<file path="src/rtl/param_readback_if.sv">
// Byte stream between the parameter readback source and its sink: one byte per
// accepted valid/ready handshake, with frame position and end-of-frame marker.
interface param_readback_if;
    logic [7:0] dout;
    logic       dout_valid;
    logic       dout_ready;
    logic       dout_last;
    logic [4:0] byte_idx;

    modport master (
        output dout,
        output dout_valid,
        output dout_last,
        output byte_idx,
        input  dout_ready
    );

    modport slave (
        input  dout,
        input  dout_valid,
        input  dout_last,
        input  byte_idx,
        output dout_ready
    );
endinterface

</file>
<file path="src/rtl/param_readback.sv">
// Parameter bank readback: snapshots the 24-byte bank on start and streams it
// byte 0 first, optionally followed by an 8-bit additive checksum byte.
module param_readback #(
    parameter bit CSUM_EN = 1'b1
) (
    input  logic             clk,
    input  logic             reset,
    input  logic [191:0]     params,
    input  logic             start,
    param_readback_if.master stream,
    output logic             busy,
    output logic             done
);
    typedef enum logic [1:0] {
        IDLE = 2'd0,
        SEND = 2'd1,
        CSUM = 2'd2
    } state_t;

    localparam logic [4:0] LAST_PARAM_IDX = 5'd23;
    localparam logic [4:0] CSUM_IDX       = 5'd24;

    function automatic logic [7:0] byte_sel(input logic [191:0] bank, input logic [4:0] k);
        logic [191:0] shifted;
        shifted = bank >> {k, 3'b000};
        return shifted[7:0];
    endfunction

    function automatic logic [7:0] csum_add(input logic [7:0] acc, input logic [7:0] data);
        return acc + data;
    endfunction

    state_t       state_r;
    state_t       state_nxt_s;
    logic [191:0] snap_r;
    logic [191:0] snap_nxt_s;
    logic [7:0]   acc_r;
    logic [7:0]   acc_nxt_s;
    logic [7:0]   sum_s;
    logic [4:0]   idx_r;
    logic [4:0]   idx_nxt_s;
    logic [4:0]   idx_inc_s;
    logic [7:0]   dout_r;
    logic [7:0]   dout_nxt_s;
    logic         valid_r;
    logic         valid_nxt_s;
    logic         last_r;
    logic         last_nxt_s;
    logic         done_r;
    logic         done_nxt_s;
    logic         busy_r;
    logic         busy_nxt_s;
    logic         xfer_s;

    assign xfer_s    = valid_r & stream.dout_ready;
    assign sum_s     = csum_add(acc_r, dout_r);
    assign idx_inc_s = idx_r + 5'd1;

    assign stream.dout       = dout_r;
    assign stream.dout_valid = valid_r;
    assign stream.dout_last  = last_r;
    assign stream.byte_idx   = idx_r;
    assign busy              = busy_r;
    assign done              = done_r;

    // State register
    always_ff @(posedge clk) begin
        if (reset) begin
            state_r <= IDLE;
        end else begin
            state_r <= state_nxt_s;
        end
    end

    // Next-state decode; start only matters in IDLE
    always_comb begin
        state_nxt_s = state_r;
        case (state_r)
            IDLE: begin
                if (start) begin
                    state_nxt_s = SEND;
                end else begin
                    state_nxt_s = IDLE;
                end
            end
            SEND: begin
                if (xfer_s && (idx_r == LAST_PARAM_IDX)) begin
                    if (CSUM_EN) begin
                        state_nxt_s = CSUM;
                    end else begin
                        state_nxt_s = IDLE;
                    end
                end else begin
                    state_nxt_s = SEND;
                end
            end
            CSUM: begin
                if (xfer_s) begin
                    state_nxt_s = IDLE;
                end else begin
                    state_nxt_s = CSUM;
                end
            end
            default: begin
                state_nxt_s = IDLE;
            end
        endcase
    end

    // Next values of the output and datapath registers; holding is the default
    // so an un-accepted byte stays put while the sink stalls.
    always_comb begin
        snap_nxt_s  = snap_r;
        acc_nxt_s   = acc_r;
        idx_nxt_s   = idx_r;
        dout_nxt_s  = dout_r;
        valid_nxt_s = valid_r;
        last_nxt_s  = last_r;
        done_nxt_s  = 1'b0;
        case (state_r)
            IDLE: begin
                if (start) begin
                    // Byte 0 is taken straight from params since the snapshot
                    // is being loaded on this same edge.
                    snap_nxt_s  = params;
                    acc_nxt_s   = 8'd0;
                    idx_nxt_s   = 5'd0;
                    dout_nxt_s  = params[7:0];
                    valid_nxt_s = 1'b1;
                    last_nxt_s  = 1'b0;
                end else begin
                    idx_nxt_s   = 5'd0;
                    dout_nxt_s  = 8'd0;
                    valid_nxt_s = 1'b0;
                    last_nxt_s  = 1'b0;
                end
            end
            SEND: begin
                if (xfer_s) begin
                    acc_nxt_s = sum_s;
                    if (idx_r == LAST_PARAM_IDX) begin
                        if (CSUM_EN) begin
                            idx_nxt_s   = CSUM_IDX;
                            dout_nxt_s  = sum_s;
                            valid_nxt_s = 1'b1;
                            last_nxt_s  = 1'b1;
                        end else begin
                            idx_nxt_s   = 5'd0;
                            dout_nxt_s  = 8'd0;
                            valid_nxt_s = 1'b0;
                            last_nxt_s  = 1'b0;
                            done_nxt_s  = 1'b1;
                        end
                    end else begin
                        idx_nxt_s   = idx_inc_s;
                        dout_nxt_s  = byte_sel(snap_r, idx_inc_s);
                        valid_nxt_s = 1'b1;
                        last_nxt_s  = !CSUM_EN && (idx_inc_s == LAST_PARAM_IDX);
                    end
                end else begin
                    valid_nxt_s = 1'b1;
                end
            end
            CSUM: begin
                if (xfer_s) begin
                    idx_nxt_s   = 5'd0;
                    dout_nxt_s  = 8'd0;
                    valid_nxt_s = 1'b0;
                    last_nxt_s  = 1'b0;
                    done_nxt_s  = 1'b1;
                end else begin
                    valid_nxt_s = 1'b1;
                end
            end
            default: begin
                idx_nxt_s   = 5'd0;
                dout_nxt_s  = 8'd0;
                valid_nxt_s = 1'b0;
                last_nxt_s  = 1'b0;
            end
        endcase
        busy_nxt_s = (state_nxt_s != IDLE);
    end

    // Output and datapath registers; reset clears everything, aborting any frame
    always_ff @(posedge clk) begin
        if (reset) begin
            snap_r  <= 192'd0;
            acc_r   <= 8'd0;
            idx_r   <= 5'd0;
            dout_r  <= 8'd0;
            valid_r <= 1'b0;
            last_r  <= 1'b0;
            done_r  <= 1'b0;
            busy_r  <= 1'b0;
        end else begin
            snap_r  <= snap_nxt_s;
            acc_r   <= acc_nxt_s;
            idx_r   <= idx_nxt_s;
            dout_r  <= dout_nxt_s;
            valid_r <= valid_nxt_s;
            last_r  <= last_nxt_s;
            done_r  <= done_nxt_s;
            busy_r  <= busy_nxt_s;
        end
    end
endmodule

</file>
<file path="src/flat_wrapper.sv">
// flat-port wrapper written by rule: the top's interface ports become plain ports
module param_readback_flat 
#(
    parameter bit CSUM_EN = 1'b1
)
  (clk, reset, params, start, busy, done, stream_dout, stream_dout_valid, stream_dout_last, stream_byte_idx, stream_dout_ready);
  param_readback_if stream_i ();
  input  logic clk;
  input  logic reset;
  input  logic [191:0] params;
  input  logic start;
  output logic busy;
  output logic done;
  output wire logic [$bits(stream_i.dout)-1:0] stream_dout;
  output wire logic [$bits(stream_i.dout_valid)-1:0] stream_dout_valid;
  output wire logic [$bits(stream_i.dout_last)-1:0] stream_dout_last;
  output wire logic [$bits(stream_i.byte_idx)-1:0] stream_byte_idx;
  input wire logic [$bits(stream_i.dout_ready)-1:0] stream_dout_ready;
  assign stream_dout = stream_i.dout;
  assign stream_dout_valid = stream_i.dout_valid;
  assign stream_dout_last = stream_i.dout_last;
  assign stream_byte_idx = stream_i.byte_idx;
  assign stream_i.dout_ready = stream_dout_ready;
  param_readback #(.CSUM_EN(CSUM_EN)) u_core (.clk(clk), .reset(reset), .params(params), .start(start), .stream(stream_i), .busy(busy), .done(done));
endmodule
</file>
<file path="config.mk">
export PLATFORM = sky130hd
export DESIGN_NAME = param_readback_flat
export DESIGN_NICKNAME = d
export VERILOG_FILES = /design/src/rtl/param_readback_if.sv /design/src/rtl/param_readback.sv /design/src/flat_wrapper.sv
export SDC_FILE = /design/constraint.sdc
export NUM_CORES = 1
export LEC_CHECK = 0
export CAP_MARGIN = 20
export CORE_UTILIZATION = 40
export DETAILED_ROUTE_END_ITERATION = 8
export HOLD_SLACK_MARGIN = 0.02
export PLACE_DENSITY = 0.68
export SYNTH_ARGS = -nofsm -noshare
export SYNTH_HDL_FRONTEND = slang
export SYNTH_SLANG_ARGS = --single-unit
</file>
<file path="constraint.sdc">
create_clock -name clk -period 2.2 [get_ports clk]
set_input_delay 0.44 -clock clk [delete_from_list [all_inputs] [get_ports clk]]
set_output_delay 0.44 -clock clk [all_outputs]
set_load 0.03 [all_outputs]
</file>
======== Word-level counts from Yosys, hierarchy flattened ========
Index checks and enable logic that the tools add are counted.
storage, ports and cells
  ROM bits ................................ 0
  memory bits (writable) .................. 0
  memories ................................ 0
  bits in registers ....................... 219
  input bits .............................. 196
  latch bits .............................. 0
  logic and storage cells ................. 52
  output and inout bits ................... 17
cells by class
  add/subtract/negate cells ............... 2
  equality and inequality tests ........... 6
  magnitude comparators ................... 0
  $mul .................................... 0
  divide/modulo/power cells ............... 0
  muxes and demuxes ....................... 24
  bitwise operators ....................... 2
  reductions and logical operators ........ 8
  shift operators ......................... 1
operator list
  cell                 number
  $shr 192x8->8        1
  $mux 8               6
  $pmux 8 s3           1
  $pmux 8 s2           1
  $mux 5               3
  $pmux 5 s2           1
  $add 8x8->8          1
  $mux 1               7
  $pmux 2 s3           1
  $add 5x1->5 const B  1
  $eq 5x5->1 const B   1
  $mux 2               2
  $ne 2x1->1 const B   2
  $reduce_and 2->1     2
  $reduce_bool 2->1    2
  $pmux 1 s3           1
  $reduce_and 3->1     1
  $eq 2x1->1 const B   1
  $eq 2x2->1 const B   1
  $logic_not 2->1      1
  $ne 2x2->1 const B   1
  $pmux 1 s2           1
  $reduce_or 2->1      1
  $and 1x1->1          1
  other kinds (2)      2

======== Longest topological paths before layout ========
  depth in word-level cells ............... 5
  gate-level depth with buffers ........... 10
  depth with buffers taken out ............ 8

======== Worst setup path before layout ========
OpenSTA, ideal clock, no wires.
  kind .................................... register to register
  from .................................... reg u_core.idx_r[0], in the netlist u_core.stream.byte_idx[0]
  to ...................................... reg u_core.dout_r[7], in the netlist u_core.stream.dout[7]
  data arrival time ....................... 2.470 ns
  setup time .............................. 0.117 ns
  path slack .............................. -0.388 ns
  required time ........................... 2.083 ns
  period minus slack after synthesis ...... 2.588 ns
  path buffers ............................ 2
  cell stages (with the launch flop) ...... 9
  path through ............................ dfxtp_1 ha_1 buf_6 buf_8 mux4_2 mux4_2 nand2_1 o2111ai_1 a32o_1
on the way
  longest elaborated chain between the ends .. 5
  elaborated cells between the ends (all ways) .. 6
  those cells by class .................... add/sub (1); eq/ne (1); shift (1); mux (3)
ends and longest elaborated chain
  element                 line                   RTL
  from (decl)             param_readback.sv:40   logic [4:0] idx_r;
  from (signal assigned)  param_readback.sv:199  idx_r <= idx_nxt_s;
  $add 5x1->5             param_readback.sv:57   assign idx_inc_s = idx_r + 5'd1;
  $shr 192x8->8           param_readback.sv:25   shifted = bank >> {k, 3'b000};
  $mux 8 *                param_readback.sv:141  if (idx_r == LAST_PARAM_IDX) begin
  $mux 8 *                param_readback.sv:139  if (xfer_s) begin
  $pmux 8 s3 *            param_readback.sv:120  case (state_r)
  to (signal assigned)    param_readback.sv:200  dout_r <= dout_nxt_s;
  to (decl)               param_readback.sv:43   logic [7:0] dout_r;
Every way passes the cells marked *; elsewhere a longest branch is shown, timed or not. The select of a mux whose other input is x is not followed.
A chain may end at the register's enable or synchronous reset.

======== Worst setup path after layout ========
  from .................................... reg u_core.idx_r[0], in the netlist u_core.stream.byte_idx[0]
  to ...................................... reg u_core.dout_r[4], in the netlist u_core.stream.dout[4]
Same word-level chain as after synthesis.

==> results.sh <==
export IMPL_status="finished with violations"
export IMPL_failed_checks="negative setup slack"
export IMPL_stdcell_count=1681
export IMPL_cts_sinks=219
export IMPL_vias=8951
export IMPL_total_power_mw=9.76
export IMPL_critical_path_class="reg2reg"
export IMPL_synth_commonest_cells="441 x nand2_1, 227 x a21oi_1, 219 x dfxtp_1"
export IMPL_drt_iter0_markers=747
export IMPL_syn_area_um2=9540
export IMPL_fin_skew_ns=0.00763
export IMPL_cp_max_fo=8
export IMPL_area_growth_pct=38.4
export IMPL_crit_path_end_kind="register"
export IMPL_timing_rr_start="u_core.stream.byte_idx[0]$_SDFFE_PP0P_"
export IMPL_wl_um=29400
export IMPL_clock_fmax_ghz=0.439
export IMPL_hpwlAfterDp_um=20900
export IMPL_grt_pass1_wl_um=44400
export IMPL_min_period_over_period_pct=104
export IMPL_fin_area_um2=13200
export IMPL_p_comb_share_pct=12.9
export IMPL_post_drt_wl_per_cell_um=17.5
export IMPL_synthesis_instances=1147
export IMPL_crit_path_start_kind="register"
export IMPL_dp_slack_ns=-0.137
export IMPL_start_util_pct=40.8
export IMPL_rsz0062_at_grt="yes"
export IMPL_std_cell_rows=56
export IMPL_yosysUniqueCellTypes=45
export IMPL_drtAntennaViolNets=0
export IMPL_power_leakage_nw=4.86
export IMPL_port_buffers=212
export IMPL_synth_most_common_cell="nand2_1"
export IMPL_cp_arrival_ns=2.67
export IMPL_synth_area_leaders="dfxtp_1 46%, nand2_1 17%, a21oi_1 12%"
export IMPL_drtPass1Iterations=5
export IMPL_die_area_um2=24500
export IMPL_synth_top_area_share_pct=46.0
export IMPL_p_sw_share_pct=24.5
export IMPL_ys_seq_area_share_pct=46.0
export IMPL_cap_violations=0
export IMPL_power_frac_seq_pct=44.4
export IMPL_synth_seq_cells=219
export IMPL_grt_pass1_vias=8253
export IMPL_syn_num_nets=1352
export IMPL_setup_violations=6
export IMPL_grt_overflow=0
export IMPL_route_detailed_drc=0
export IMPL_cts_buffer_depth=3
export IMPL_die_x_um=156
export IMPL_numCtsBuffers=23
export IMPL_multi_input_area_um2=4890
export IMPL_viasPerCell=5.32
export IMPL_gp_congestion=0.951
export IMPL_hold_viol_final=0
export IMPL_grt_max_degree=137
export IMPL_synth_top_area_cell="dfxtp_1"
export IMPL_internal_power_mw=7.37
export IMPL_place_inst=1626
export IMPL_switchingPower_mw=2.39
export IMPL_placed_cell_area_um2=12100
export IMPL_root_buffer="clkbuf_16"
export IMPL_cts_tree="built"
export IMPL_hold_ws_ns=0.224
export IMPL_clkTransAtPathRegs_ns=0.07
export IMPL_coreArea_um2=23400
export IMPL_avgSynthCellArea_um2=8.32
export IMPL_cts_max_level=1
export IMPL_fillers=2104
export IMPL_hp_start="reset"
export IMPL_clkPwrFrac_pct=42.7
export IMPL_period_needed_ns=2.28
export IMPL_final_nets=1550
export IMPL_hp_class="in2reg"
export IMPL_synth_edff_count=0
export IMPL_drv_slew=0
export IMPL_crit_required_ns=2.60
export IMPL_ios=213
export IMPL_num_antenna_cells=0
export IMPL_irDropWorstVdd_v=0.000437
export IMPL_regArea_um2=4390
export IMPL_async_flop_share_pct=0
export IMPL_clk_latency_ns=0.52
export IMPL_powerDensity_nw_per_um2=740
export IMPL_antenna_found_initial=0
export IMPL_synth_warnings=0
export IMPL_synth_ff_type="dfxtp_1"
export IMPL_setup_ws_ns=-0.0774
export IMPL_startpoint="u_core.stream.byte_idx[0]$_SDFFE_PP0P_"
export IMPL_worstMarginPinSlew_ns=0.646
export IMPL_die_h_um=156
export IMPL_cts_hold_buf=0
export IMPL_grt_usage_pct=23.5
export IMPL_drive_gt1_share_pct=12.3
export IMPL_slew_headroom_pct=56.9
-- layout make-up --
cell class / count / area share [%]
clock inverters: 14 / 1.40
clock buffers: 28 / 4.81
multi-input cells: 836 / 37.0
flip-flops and latches: 219 / 33.3
repair buffers: 262 / 20.4
inverters: 3 / 0.0853
well taps: 319 / 3.02
-- registers in the layout, summed over array words and instances (netlist names) --
name	cells
u_core.stream.dout	8
u_core.snap_r	192
u_core.stream.dout_valid	1
u_core.state_r	2
u_core.stream.dout_last	1
u_core.acc_r	8
u_core.stream.byte_idx	5
u_core.done	1
u_core.busy	1
-- logic make-up (layout without fill, tap and decap cells) --
| kind of cell | Yosys count | after routing | share of synthesized area [%] |
|---|---|---|---|
| and+or+nand+nor | 496 | 496 | 20.5 |
| buffers and inverters | 92 | 307 | 4.01 |
| DFF | 219 | 219 | 46.0 |
| AOI/OAI and AO/OA | 266 | 266 | 15.1 |
| adders and majority gates | 9 | 9 | 1.26 |
| xor gates and xnor gates | 10 | 10 | 0.918 |
| muxes | 55 | 55 | 12.3 |
-- stage by stage --
stage | utilization [%] | TNS (ns)
floorplan | - | -0.882
global placement | 51.9 | -0.375
CTS | 55.8 | -0.196
finish | 56.4 | -0.237
detailed placement | 51.9 | -0.751
global route | 56.4 | -0.835
-- routing by layer --
metal | share of wire [%] | track usage [%]
met1 | 44 | 32.9
met2 | 46 | 36.1
met3 | 7.6 | 4.40
met4 | 2.8 | 8.17
met5 | 0 | 0
-- power groups by stage --
stage	Sequential [mW]	Clock (mW)	Combinational [mW]
2_1_floorplan	4.37	0	0.619
3_3_place_gp	4.42	0	1.22
3_5_place_dp	4.42	0	1.23
4_1_cts	4.33	4.21	1.25
5_1_grt	4.35	4.36	1.37
6_report	4.33	4.17	1.26
-- worst max-delay path, cell delays in order (launching register included) --
cell and delay [ns]:
dfxtp_4 0.35, ha_4 0.29, buf_8 0.16, mux4_2 0.53
mux4_2 0.48, o2bb2ai_1 0.14, mux2i_1 0.13, a211oi_1 0.08
-- cell usage in the layout (no fill, tap or decap), types with 4 or more instances in the layout --
cell / count
clkdlybuf4s50_1: 207
nand3_1: 5
xnor2_1: 4
nand2b_1: 4
o21ai_0: 8
nor4_2: 4
a21oi_1: 225
clkbuf_16: 25
nand2_1: 438
dfxtp_1: 217
mux2i_1: 5
nor3_1: 4
mux4_2: 50
a22oi_1: 7
nor2b_1: 8
clkbuf_8: 4
clkinv_2: 5
nor2_1: 16
buf_12: 11
buf_4: 34
ha_1: 7
bufinv_16: 4
-- final timing paths --
check	end	slack (ns)	depth (start not counted)
setup / recovery	u_core.stream.dout[4]$_SDFFE_PP0P_	-0.08	7
hold / removal	u_core.acc_r[1]$_SDFFE_PP0P_	0.22	2
setup reg to reg	u_core.stream.dout[4]$_SDFFE_PP0P_	-0.08	7
hold reg to reg	u_core.snap_r[17]$_SDFFE_PP0P_	0.45	2
-- what timing repair did --
| item | CTS | global route |
|---|---|---|
| gates resized for setup | 12 | 12 |
| cloned | 0 | 2 |
| setup endpoints to repair | 10 | 11 |
| pin swaps | 3 | 5 |
| buffers inserted | 5 | 6 |
Note: power is estimated with default switching activity, not from simulation.
